### src/rtl/systolic_skew_loader.sv
// Operand loader for a systolic array's west edge: fills one H x D tile row-major
// from a serial stream, then drains it as diagonally skewed lane vectors.
module systolic_skew_loader #(
   parameter int width_p        = 8,
   parameter int array_height_p = 2,
   parameter int depth_p        = 2
) (
   input  logic                              clk_i,
   input  logic                              reset_n_i,
   input  logic                              en_i,
   input  logic                              flush_i,
   input  logic                              valid_i,
   output logic                              ready_o,
   input  logic [width_p-1:0]                data_i,
   output logic                              valid_o,
   input  logic                              yumi_i,
   output logic [array_height_p*width_p-1:0] data_o,
   output logic [array_height_p-1:0]         lane_v_o,
   output logic                              last_o
);

   localparam int n_lp      = array_height_p * depth_p;
   localparam int steps_lp  = depth_p + array_height_p - 1;
   localparam int idx_w_lp  = (n_lp > 1) ? $clog2(n_lp) : 1;
   localparam int step_w_lp = (steps_lp > 1) ? $clog2(steps_lp) : 1;

   typedef enum logic {FILL, DRAIN} state_e;

   state_e                 state_q, state_d;
   logic [idx_w_lp-1:0]    idx_q;
   logic [step_w_lp-1:0]   step_q;
   logic [width_p-1:0]     mem_q [n_lp];

   logic accept, take, last_idx, last_step;

   assign ready_o   = (state_q == FILL) && en_i;
   assign valid_o   = (state_q == DRAIN) && en_i;
   assign accept    = ready_o && valid_i;
   assign take      = valid_o && yumi_i;
   assign last_idx  = (idx_q == idx_w_lp'(n_lp - 1));
   assign last_step = (step_q == step_w_lp'(steps_lp - 1));
   assign last_o    = valid_o && last_step;

   // A flush only closes a tile that holds at least one element.
   always_comb begin
      state_d = state_q;
      case (state_q)
         FILL: begin
            if (accept && last_idx)
               state_d = DRAIN;
            else if (en_i && flush_i && (accept || idx_q != '0))
               state_d = DRAIN;
         end
         DRAIN: begin
            if (take && last_step)
               state_d = FILL;
         end
         default: state_d = FILL;
      endcase
   end

   // NOTE: the tile buffer is reset and cleared explicitly so a flushed or
   // reset-aborted tile can never leak stale elements into the next one.
   always_ff @(posedge clk_i or negedge reset_n_i) begin
      if (!reset_n_i) begin
         state_q <= FILL;
         idx_q   <= '0;
         step_q  <= '0;
         for (int i = 0; i < n_lp; i++) mem_q[i] <= '0;
      end else if (en_i) begin
         state_q <= state_d;
         if (accept)
            idx_q <= idx_q + idx_w_lp'(1);
         if (take) begin
            if (last_step) begin
               step_q <= '0;
               idx_q  <= '0;
            end else begin
               step_q <= step_q + step_w_lp'(1);
            end
         end
         for (int i = 0; i < n_lp; i++) begin
            if (take && last_step)
               mem_q[i] <= '0;
            else if (accept && idx_q == idx_w_lp'(i))
               mem_q[i] <= data_i;
         end
      end
   end

   // Lane r shows column (step - r) of row r; outputs stay zero outside DRAIN.
   always_comb begin
      data_o   = '0;
      lane_v_o = '0;
      for (int r = 0; r < array_height_p; r++) begin
         int k;
         k = int'(step_q) - r;
         if (state_q == DRAIN && k >= 0 && k < depth_p) begin
            data_o[r*width_p +: width_p] = mem_q[r*depth_p + k];
            lane_v_o[r]                  = 1'b1;
         end
      end
   end

endmodule

### config.mk
export PLATFORM = sky130hd
export DESIGN_NAME = systolic_skew_loader
export DESIGN_NICKNAME = d
export VERILOG_FILES = /design/src/rtl/systolic_skew_loader.sv
export SDC_FILE = /design/constraint.sdc
export NUM_CORES = 1
export LEC_CHECK = 0
export ABC_AREA = 1
export BUFFER_PORTS_ARGS = -buffer_cell sky130_fd_sc_hd__buf_2
export CORE_MARGIN = 10
export CORE_UTILIZATION = 40
export CTS_BUF_LIST = sky130_fd_sc_hd__clkbuf_4
export CTS_CLUSTER_SIZE = 24
export DETAILED_ROUTE_END_ITERATION = 16
export GPL_TIMING_DRIVEN = 0
export PLACE_DENSITY = 0.64
export SYNTH_ARGS = -nofsm -noshare
export SYNTH_HDL_FRONTEND = slang
export SYNTH_SLANG_ARGS = --single-unit
### constraint.sdc
create_clock -name clk_i -period 2.85 [get_ports clk_i]
set_input_delay 0 -clock clk_i [delete_from_list [all_inputs] [get_ports clk_i]]
set_output_delay 0 -clock clk_i [all_outputs]
set_load 0.02 [all_outputs]
# Word level (Yosys, flattened, before mapping)
# Index checks and enable logic that the tools add are counted.
# Widths: inputs -> output; s select.
[word_totals]
input_bits = 14
reg_bits = 37
out_inout_bits = 21
[classes]
n_reduce_logical = 28
addsub = 4
mux = 26
n_bitwise = 3
n_lt_le_gt_ge = 6
eq_ne = 4
[ops]
columns = ["cell", "count"]
rows = [
  ["$mux 8", 14],
  ["$ge 32x3->1 const B", 2],
  ["$bmux 8 s2", 2],
  ["$not 2->32", 1],
  ["$not 32->32", 1],
  ["$logic_and 1x1->1", 16],
  ["$reduce_and 2->1", 5],
  ["$reduce_bool 2->1", 5],
  ["$mux 2", 4],
  ["$eq 2x2->1 const B", 3],
  ["$mux 1", 5],
  ["$add 2x1->2 const B", 2],
  ["$add 3x3->4 const A", 1],
  ["$ge 3x1->1 const B", 1],
  ["$lt 3x3->1 const B", 1],
  ["$sub 2x1->3 const B", 1],
  ["$eq 2x1->1 const B", 1],
  ["$ge 2x1->1 const B", 1],
  ["$logic_not 2->1", 1],
  ["$lt 2x2->1 const B", 1],
  ["$pmux 1 s2", 1],
  ["$logic_or 1x1->1", 1],
  ["$not 1->1", 1],
]

# Logic depth before layout (Yosys ltp)
# Gate-level depths: netlist of run 1.
[depth]
ltp_word = 8
ltp_mapped = 9

# Least setup slack after synthesis of run 1
# No wires, ideal clock.
[synth_path]
path_kind = "flip-flop to output port"
start = "register step_q[0]"
end = "output data_o[10]"
required_time_ps = 2850
stages_incl_launch_ff = 9
arrival_time_ps = 1865
slack_ps = 985
cell_sequence = "dfrtp_1 -> buf_2 -> inv_2 -> buf_2 -> ha_1 -> clkbuf_1 -> inv_1 -> nand3_1 -> a21oi_1"
[synth_between]
elab_chain_len = 7
[synth_lines]
columns = ["item", "line_no", "rtl"]
rows = [
  ["start: declaration", "31", "logic [step_w_lp-1:0] step_q;"],
  ["start signal: assignment", "79", "step_q <= step_q + step_w_lp'(1);"],
  ["$sub 2x1->3 (*)", "97", "k = int'(step_q) - r;"],
  ["$add 3x3->4", "99", "data_o[r*width_p +: width_p] = mem_q[r*depth_p + k];"],
  ["$not 32->32 (not written as such)", "99", ""],
  ["$bmux 8 s2", "99", ""],
  ["$mux 8 (not written as such) (2 in a row)", "99", ""],
  ["$mux 8 (*)", "98", "if (state_q == DRAIN && k >= 0 && k < depth_p) begin"],
  ["end: declaration", "17", "output logic [array_height_p*width_p-1:0] data_o,"],
]
# Every way passes the cells marked *; elsewhere a longest branch is shown, timed or not. The select of a mux whose other input is x is not followed.

# Worst setup path in the final report of run 1
[layout_path]
start = "register step_q[0]"
end = "output data_o[8]"
# Same word-level chain as after synthesis.

==> results of run 1 <==
-- report_power, final --
| part | switching [mW] | total [mW] | internal (mW) |
|---|---|---|---|
| logic | 1.05 | 1.56 | 0.511 |
| clock network | 0.170 | 0.348 | 0.179 |
| registers | 0.138 | 0.883 | 0.745 |
| total | 1.36 | 2.79 | 1.43 |
-- synthesized netlist by cell type --
library cell,instances
nand4_1,3
nor2_1,7
nand2_1,79
nand3_4,1
buf_4,1
ha_1,8
o21ai_0,10
buf_2,6
nand3_1,80
clkbuf_1,3
nand4_2,2
dfrtp_1,37
inv_2,2
buf_6,4
a21oi_1,17
nor2_4,4
inv_1,46
-- routing by layer --
layer	routed length (um)	up-vias
met3	405	6
met4	60	0
met2	3080	62
met1	2840	995
met5	0	-
li1	-	1104
-- worst max-delay path, cell delays in order, from the launching register on --
cell and delay (ps):
dfrtp_1 410, buf_2 180, inv_2 150, buf_2 290, ha_1 270, clkbuf_1 260, inv_2 230, nand3_1 110
a21oi_1 160, buf_2 190
-- flip-flops by register name, summed over array words and instances (netlist names) --
| signal | flops |
|---|---|
| mem_q | 32 |
| step_q | 2 |
| idx_q | 2 |
| state_q | 1 |
-- through the flow --
step                worst slack, ps  instances  instance area, um^2  hold WS, ps
global placement                554        415                 2520          158
floorplan                       985        310                 2260         -296
finish                          252        433                 2700         34.5
global route                   85.0        433                 2700         43.6
detailed placement              535        415                 2520          150
CTS                             141        433                 2700         27.4
-- cells by family (layout without fill, tap and decap cells) --
family,after synthesis,in the layout
AOI/OAI and AO/OA,27,27
buffers and inverters,62,113
DFF,37,37
adders and majority gates,8,8
and+or+nand+nor,176,176
-- cell type report --
type / count / area [um^2] / share of cell area, %
inverter: 48 / 180 / 6.67
timing repair buffer: 44 / 275 / 10.2
tap: 72 / 90.1 / 3.33
buffer: 14 / 93.8 / 3.47
clock inverter: 2 / 35.0 / 1.30
sequential: 37 / 926 / 34.3
clock buffer: 5 / 37.5 / 1.39
multi-input combinational: 211 / 1060 / 39.4
-- worst max path at each step --
| stage | end | slack, ps | depth (start not counted) |
|---|---|---|---|
| CTS | data_o[8] | 140 | 9 |
| global route | data_o[8] | 90 | 9 |
| detailed placement | data_o[8] | 530 | 9 |
| finish | data_o[8] | 250 | 9 |
| global placement | data_o[8] | 550 | 9 |
| floorplan | data_o[10] | 990 | 8 |
-- repair_timing --
action                                 4_1_cts  5_1_grt
setup endpoints to repair                    0        1
resized for setup                            0        1
buffers inserted                             0        0
hold buffers                                11        0
endpoints found under the hold margin       71        0
==> out/qor.yml, run 1 <==
worst_setup_path:
  cp_max_fo: 11
  path_class: "reg -> out"
  arrival_ps: 2600
  reg2reg_depth: 9
  crit_start: "step_q[0]"
  rr_endpoint: "mem_q[12]"
  critPathRequiredTime_ps: 2850
  critPathCaptureType: "output pin"
  startpoint_type: "register"
  ff2ff_setup_slack_ps: 870
  r2r_start: "step_q[0]"
timing:
  drv_slew: 0
  finalCritPeriodShare_pct: 91.2
  rsz0062_at_grt: "false"
  relSlewSlack_pct: 44.4
  skew_ps: 11.3
  max_freq_mhz: 385
  hold_violations: 0
  worstMarginPinSlew_ps: 834
  setup_violations: 0
  finalSetupTns_ps: 0
  fin_crit_ps: 2600
clock_tree:
  clk_pin_slew_ps: 110
  numCtsBuffers: 5
  cts_root_buf: "clkbuf_4"
  cts_tree: "built"
  htree_levels: 2
  clockBufferDepth: 2
  cts.sinks: 37
  clk_latency_ps: 340
worst_hold_path:
  whs_endpoint: "state_q"
  hold_class: "in -> reg"
  min_from: "en_i"
  whs_path_depth: 5
floorplan:
  io_pins: 35
  fp.coreArea_um2: 5510
  rows: 27
  die_w_um: 95.2
  initial_utilization_pct: 41.1
  dieHeight_um: 95.2
  die_area_um2: 9070
logic_synthesis:
  synth.distinct_cells: 17
  synth_mux_area_share_pct: 0
  synth_simple_gate_area_share_pct: 36.6
  syn_area_um2: 2260
  synth-adder-area-share_pct: 4.42
  synth_top_area_share_pct: 40.9
  synth_nets: 332
  synth_top_area_cell: "dfrtp_1"
  synth_seq_cells: 37
  synthCells: 310
  synth_area_leaders: "dfrtp_1 41%, nand3_1 18%, nand2_1 13%"
  synth_xor_area_share_pct: 0
  synth_compound_area_share_pct: 5.97
  yosysSeqAreaShare_pct: 40.9
  synth_top_family_by_area: "simple AND/OR/NAND/NOR gates"
  synth_warnings: 0
  synth.avg_cell_area_um2: 7.31
routing:
  via_per_inst: 5.00
  via_count: 2167
  drt_iter0_drc: 188
  drcViolationCount: 0
  wl_per_cell_um: 14.7
  first_pass_iters: 4
  drt_wl_total_mm: 6.39
  ant_nets: 0
final_layout:
  mostFrequentLayoutCell: "nand3_1"
  diodes: 0
  drive_gt1_share_pct: 16.9
  area_growth_pct: 19.3
  fin_util_pct: 49.1
  fill_cells: 546
  fin_nets: 383
  final_cell_mix: "80 x nand3_1, 79 x nand2_1, 45 x inv_1"
pwr:
  peakVddDrop_uv: 453
  leakagePower_nw: 1.49
  fin_total_pwr_mw: 2.79
  powerDensity_nw_per_um2: 1030
global_routing:
  grt_pass1_wl_mm: 10.7
  antenna_found_initial: 0
  grtUsageMet2_pct: 24.2
  met3_usage_pct: 3.22
  busiest_layer: "met2"
  grt_max_degree: 38
  grt_pass1_vias: 2082
  overflow: 0
  track_usage_pct: 14.9
  gr-usage-met1_pct: 18.8
place:
  dpl.hpwl_mm: 4.59
  gp_congestion: 0.863
  io_buffers: 33
run_status:
  status: "completed"
run:
  max_cap_viol_count: 0
Power figures use the tool's default switching activity.
==> inputs of run 2 (changes only) <==
--- a/config.mk
+++ b/config.mk
@@ -7,6 +7,7 @@
 export LEC_CHECK = 0
 export ABC_AREA = 1
 export BUFFER_PORTS_ARGS = -buffer_cell sky130_fd_sc_hd__buf_2
+export CORE_ASPECT_RATIO = 0.6
 export CORE_MARGIN = 10
 export CORE_UTILIZATION = 40
 export CTS_BUF_LIST = sky130_fd_sc_hd__clkbuf_4
@@ -14,6 +15,7 @@
 export DETAILED_ROUTE_END_ITERATION = 16
 export GPL_TIMING_DRIVEN = 0
 export PLACE_DENSITY = 0.64
+export SKIP_CTS_REPAIR_TIMING = 1
 export SYNTH_ARGS = -nofsm -noshare
 export SYNTH_HDL_FRONTEND = slang
 export SYNTH_SLANG_ARGS = --single-unit
==> out/qor.yml, run 2 (synthesis gave the netlist of run 1 again) <==
run_status:
  status: "complete, but fails checks"
  violations: "hold timing"
timing:
  rsz0062_at_grt: "false"
  finalCritPeriodShare_pct: 97.0
  skew_ps: 18.8
  timing.hold.ws_ps: -10.6
  fin_crit_ps: 2760
  setup_violations: 0
  worstMarginPinSlew_ps: 861
  drv_slew: 0
  hold_violations: 2
  max_freq_mhz: 362
  relSlewSlack_pct: 42.6
worst_setup_path:
  reg2reg_depth: 9
  critPathCaptureType: "output pin"
  rr_endpoint: "mem_q[29]"
  critPathRequiredTime_ps: 2850
  cp_max_fo: 11
  startpoint_type: "register"
  path_class: "reg -> out"
  arrival_ps: 2760
  r2r_start: "step_q[0]"
  ff2ff_setup_slack_ps: 760
pwr:
  leakagePower_nw: 1.50
  fin_total_pwr_mw: 2.97
  peakVddDrop_uv: 449
  powerDensity_nw_per_um2: 1090
clock_tree:
  cts_root_buf: "clkbuf_4"
  htree_levels: 2
  cts.sinks: 37
  cts_tree: "built"
  numCtsBuffers: 5
  clk_pin_slew_ps: 130
  clk_latency_ps: 350
  clockBufferDepth: 2
routing:
  via_per_inst: 5.43
  wl_per_cell_um: 16.9
  first_pass_iters: 5
  drcViolationCount: 0
  drt_wl_total_mm: 7.25
  drt_iter0_drc: 186
  ant_nets: 0
  via_count: 2335
place:
  gp_congestion: 0.838
  dpl.hpwl_mm: 4.92
  io_buffers: 33
floorplan:
  die_area_um2: 9170
  die_w_um: 117
  io_pins: 35
  fp.coreArea_um2: 5520
  initial_utilization_pct: 41.0
  dieHeight_um: 78.3
  rows: 21
global_routing:
  antenna_found_initial: 0
  overflow: 0
  grt_pass1_vias: 2191
  grt_max_degree: 38
  grt_pass1_wl_mm: 11.6
  track_usage_pct: 16.1
final_layout:
  drive_gt1_share_pct: 17.2
  largest_reg_flops: 32
  diodes: 0
  mostFrequentLayoutCell: "nand3_1"
  final_cell_mix: "80 x nand3_1, 79 x nand2_1, 45 x inv_1"
  reg_top3: "mem_q x32, idx_q x2, step_q x2"
  fill_cells: 553
  fin_nets: 382
  fin_util_pct: 49.3
  area_growth_pct: 20.2
  largest-register: "mem_q"
worst_hold_path:
  whs_path_depth: 3
  whs_endpoint: "step_q[1]"
  min_from: "yumi_i"
  hold_class: "in -> reg"
run:
  max_cap_viol_count: 0
-- run 2: through the flow --
step | cells | cell area [um^2] | hold slack [ps] | setup WS, ps | TNS (ps)
detailed placement | 412 | 2520 | 166 | 407 | 0
floorplan | 310 | 2260 | -296 | 985 | 0
global route | 430 | 2720 | 19.1 | 4.11 | 0
finish | 430 | 2720 | -10.6 | 85.9 | 0
global placement | 412 | 2520 | 169 | 429 | 0
CTS | 420 | 2620 | -227 | -10.0 | -10.0
-- run 2: worst max path at each step --
stage | from | slack (ps) | cells after the start | end
2_1_floorplan | step_q[0] | 990 | 8 | data_o[10]
3_3_place_gp | step_q[0] | 430 | 9 | data_o[12]
3_5_place_dp | step_q[0] | 410 | 9 | data_o[12]
4_1_cts | step_q[0] | -10 | 9 | data_o[12]
5_1_grt | step_q[0] | 4 | 9 | data_o[12]
6_report | step_q[0] | 90 | 9 | data_o[12]
-- run 2: worst max-delay path, stage by stage (launching register included) --
cell	delay, ps
dfrtp_1	430
buf_2	190
inv_2	170
buf_2	300
ha_1	270
clkbuf_1	280
inv_4	210
nand3_1	100
a21oi_1	220
buf_2	210
-- run 2: cell type report --
class / count / area, um^2 / share of cell area [%]
Buffer: 14 / 93.8 / 3.45
Clock buffer: 5 / 37.5 / 1.38
Clock inverter: 3 / 65.1 / 2.39
Inverter: 48 / 183 / 6.71
Multi-Input combinational cell: 211 / 1060 / 39.1
Sequential cell: 37 / 926 / 34.0
Tap cell: 69 / 86.3 / 3.17
Timing Repair Buffer: 43 / 265 / 9.75
-- run 2: report_power, final --
part           internal, mW  leakage, nW  total, mW  switching, mW
clock network         0.272       0.0552      0.466          0.195
registers             0.744        0.485      0.891          0.147
logic                 0.513        0.958       1.62           1.10
total                  1.53         1.50       2.97           1.45
-- run 2: routing by layer --
| metal | share of wire (%) | vias up | global-route usage (%) |
|---|---|---|---|
| met5 | 0 | - | 0 |
| met4 | 0.54 | 0 | 1.84 |
| met3 | 11 | 6 | 5.24 |
| met2 | 42 | 119 | 23.3 |
| met1 | 46 | 1111 | 23.2 |
| li1 | - | 1099 | - |
==> inputs of run 3 (changes only) <==
--- a/config.mk
+++ b/config.mk
@@ -9,12 +9,13 @@
 export BUFFER_PORTS_ARGS = -buffer_cell sky130_fd_sc_hd__buf_2
 export CORE_ASPECT_RATIO = 0.6
 export CORE_MARGIN = 10
-export CORE_UTILIZATION = 40
+export CORE_UTILIZATION = 45
 export CTS_BUF_LIST = sky130_fd_sc_hd__clkbuf_4
 export CTS_CLUSTER_SIZE = 24
 export DETAILED_ROUTE_END_ITERATION = 16
 export GPL_TIMING_DRIVEN = 0
-export PLACE_DENSITY = 0.64
+export PLACE_DENSITY = 0.7
+export RECOVER_POWER = 25
 export SKIP_CTS_REPAIR_TIMING = 1
 export SYNTH_ARGS = -nofsm -noshare
 export SYNTH_HDL_FRONTEND = slang
==> out/qor.yml, run 3 (synthesis gave the netlist of run 1 again) <==
run_status:
  status: "complete, but fails checks"
  violations: "hold timing, capacitance limit, slew limit"
worst_setup_path:
  startpoint_type: "register"
  path_common_cell: "buf_2"
  arrival_ps: 2670
  cp_slowest_cell: "dfrtp_1"
  ff2ff_setup_slack_ps: 810
  critPathRequiredTime_ps: 2850
  worst-path-buf-inv: 6
  critPathCaptureType: "output pin"
  cp_max_fo: 11
  path_class: "reg -> out"
  cpPeakStageDelay_ps: 420
  path_cells: "buf_2, inv_2, buf_2, ha_1, clkbuf_1, inv_2, nand3_1, a21oi_1, buf_2"
  cp_top_family: "buffers and inverters"
routing:
  drt_wl_total_mm: 6.70
  drcViolationCount: 0
  via_count: 2267
  via_per_inst: 5.35
  wl_per_cell_um: 15.8
  first_pass_iters: 4
  ant_nets: 0
  drt_iter0_drc: 164
global_routing:
  antenna_found_initial: 0
  grt_pass1_vias: 2173
  grt_pass1_wl_mm: 10.8
  grt_max_degree: 38
  overflow: 0
  track_usage_pct: 15.9
pwr:
  powerDensity_nw_per_um2: 1080
  leakagePower_nw: 1.50
  peakVddDrop_uv: 460
worst_hold_path:
  hold_class: "in -> reg"
timing:
  relSlewSlack_pct: -37.2
  timing.hold.ws_ps: -12.4
  fin_ws_ps: 184
  worstMarginPinSlew_ps: 2060
  finalSetupTns_ps: 0
  finalCritPeriodShare_pct: 93.5
  max_freq_mhz: 375
  rsz0062_at_grt: "false"
  drv_slew: 38
  hold_violations: 2
  setup_violations: 0
  fin_crit_ps: 2670
  skew_ps: 17.3
floorplan:
  rows: 19
  dieHeight_um: 75.0
  io_pins: 35
  initial_utilization_pct: 48.1
  fp.coreArea_um2: 4710
  die_w_um: 112
  die_area_um2: 8360
clock_tree:
  clockBufferDepth: 2
  cts.sinks: 37
  numCtsBuffers: 5
  cts_root_buf: "clkbuf_4"
  htree_levels: 2
  clk_latency_ps: 340
  clk_pin_slew_ps: 120
  cts_tree: "built"
final_layout:
  fin_nets: 382
  reg_top3: "mem_q x32, idx_q x2, step_q x2"
  largest_reg_flops: 32
  area_growth_pct: 19.7
  diodes: 0
  mostFrequentLayoutCell: "nand3_1"
  fin_cells: 424
  largest-register: "mem_q"
  drive_gt1_share_pct: 16.9
  final_cell_mix: "80 x nand3_1, 79 x nand2_1, 45 x inv_1"
  finish.instance_area_um2: 2710
  fill_cells: 467
run:
  max_cap_viol_count: 1
place:
  gp_congestion: 0.909
  placed_cell_area_um2: 2510
  place_ws_ps: 513
  io_buffers: 33
  place_inst: 406
  dpl.hpwl_mm: 4.83
==> run 3: final cells by class <==
| class | count | area (um^2) | area share (%) |
|---|---|---|---|
| Timing Repair Buffer | 43 | 264 | 9.74 |
| Sequential cell | 37 | 926 | 34.2 |
| Inverter | 48 | 180 | 6.65 |
| Buffer | 14 | 93.8 | 3.46 |
| Tap cell | 63 | 78.8 | 2.91 |
| Clock inverter | 3 | 65.1 | 2.40 |
| Clock buffer | 5 | 37.5 | 1.39 |
| Multi-Input combinational cell | 211 | 1060 | 39.3 |
==> run 3: metal layers <==
metal / GRT usage [%] / part of all wire (%) / up-vias
li1: - / - / 1097
met2: 24.5 / 42 / 110
met5: 0 / 0 / -
met1: 20.9 / 46 / 1052
met4: 4.68 / 0.99 / 0
met3: 5.40 / 11 / 8
==> run 3: report_power, final <==
part	internal [mW]	leakage [nW]	total, mW	switching (mW)
clock network	0.272	0.0552	0.456	0.185
registers	0.744	0.485	0.891	0.146
logic	0.509	0.955	1.57	1.07
total	1.52	1.50	2.92	1.40
==> run 3: worst min-delay path, stage by stage <==
cell and delay (ps):
buf_2 110, nand2_1 110, o21ai_0 80
==> run 3: final timing paths <==
| path | cells after the start | to | from |
|---|---|---|---|
| max | 9 | data_o[10] | step_q[0] |
| min | 3 | step_q[0] | yumi_i |
| max reg2reg | 9 | mem_q[29] | step_q[0] |
| min reg2reg | 2 | mem_q[10] | mem_q[10] |
| max in group asynchronous | 2 | mem_q[29] | reset_n_i |
| min in group asynchronous | 2 | state_q | reset_n_i |
==> run 3: per-stage QoR <==
stage	total power, mW	util, %
CTS	2.90	55.5
finish	2.92	57.6
floorplan	1.97	-
global placement	2.41	53.3
detailed placement	2.44	53.3
global route	3.17	57.6
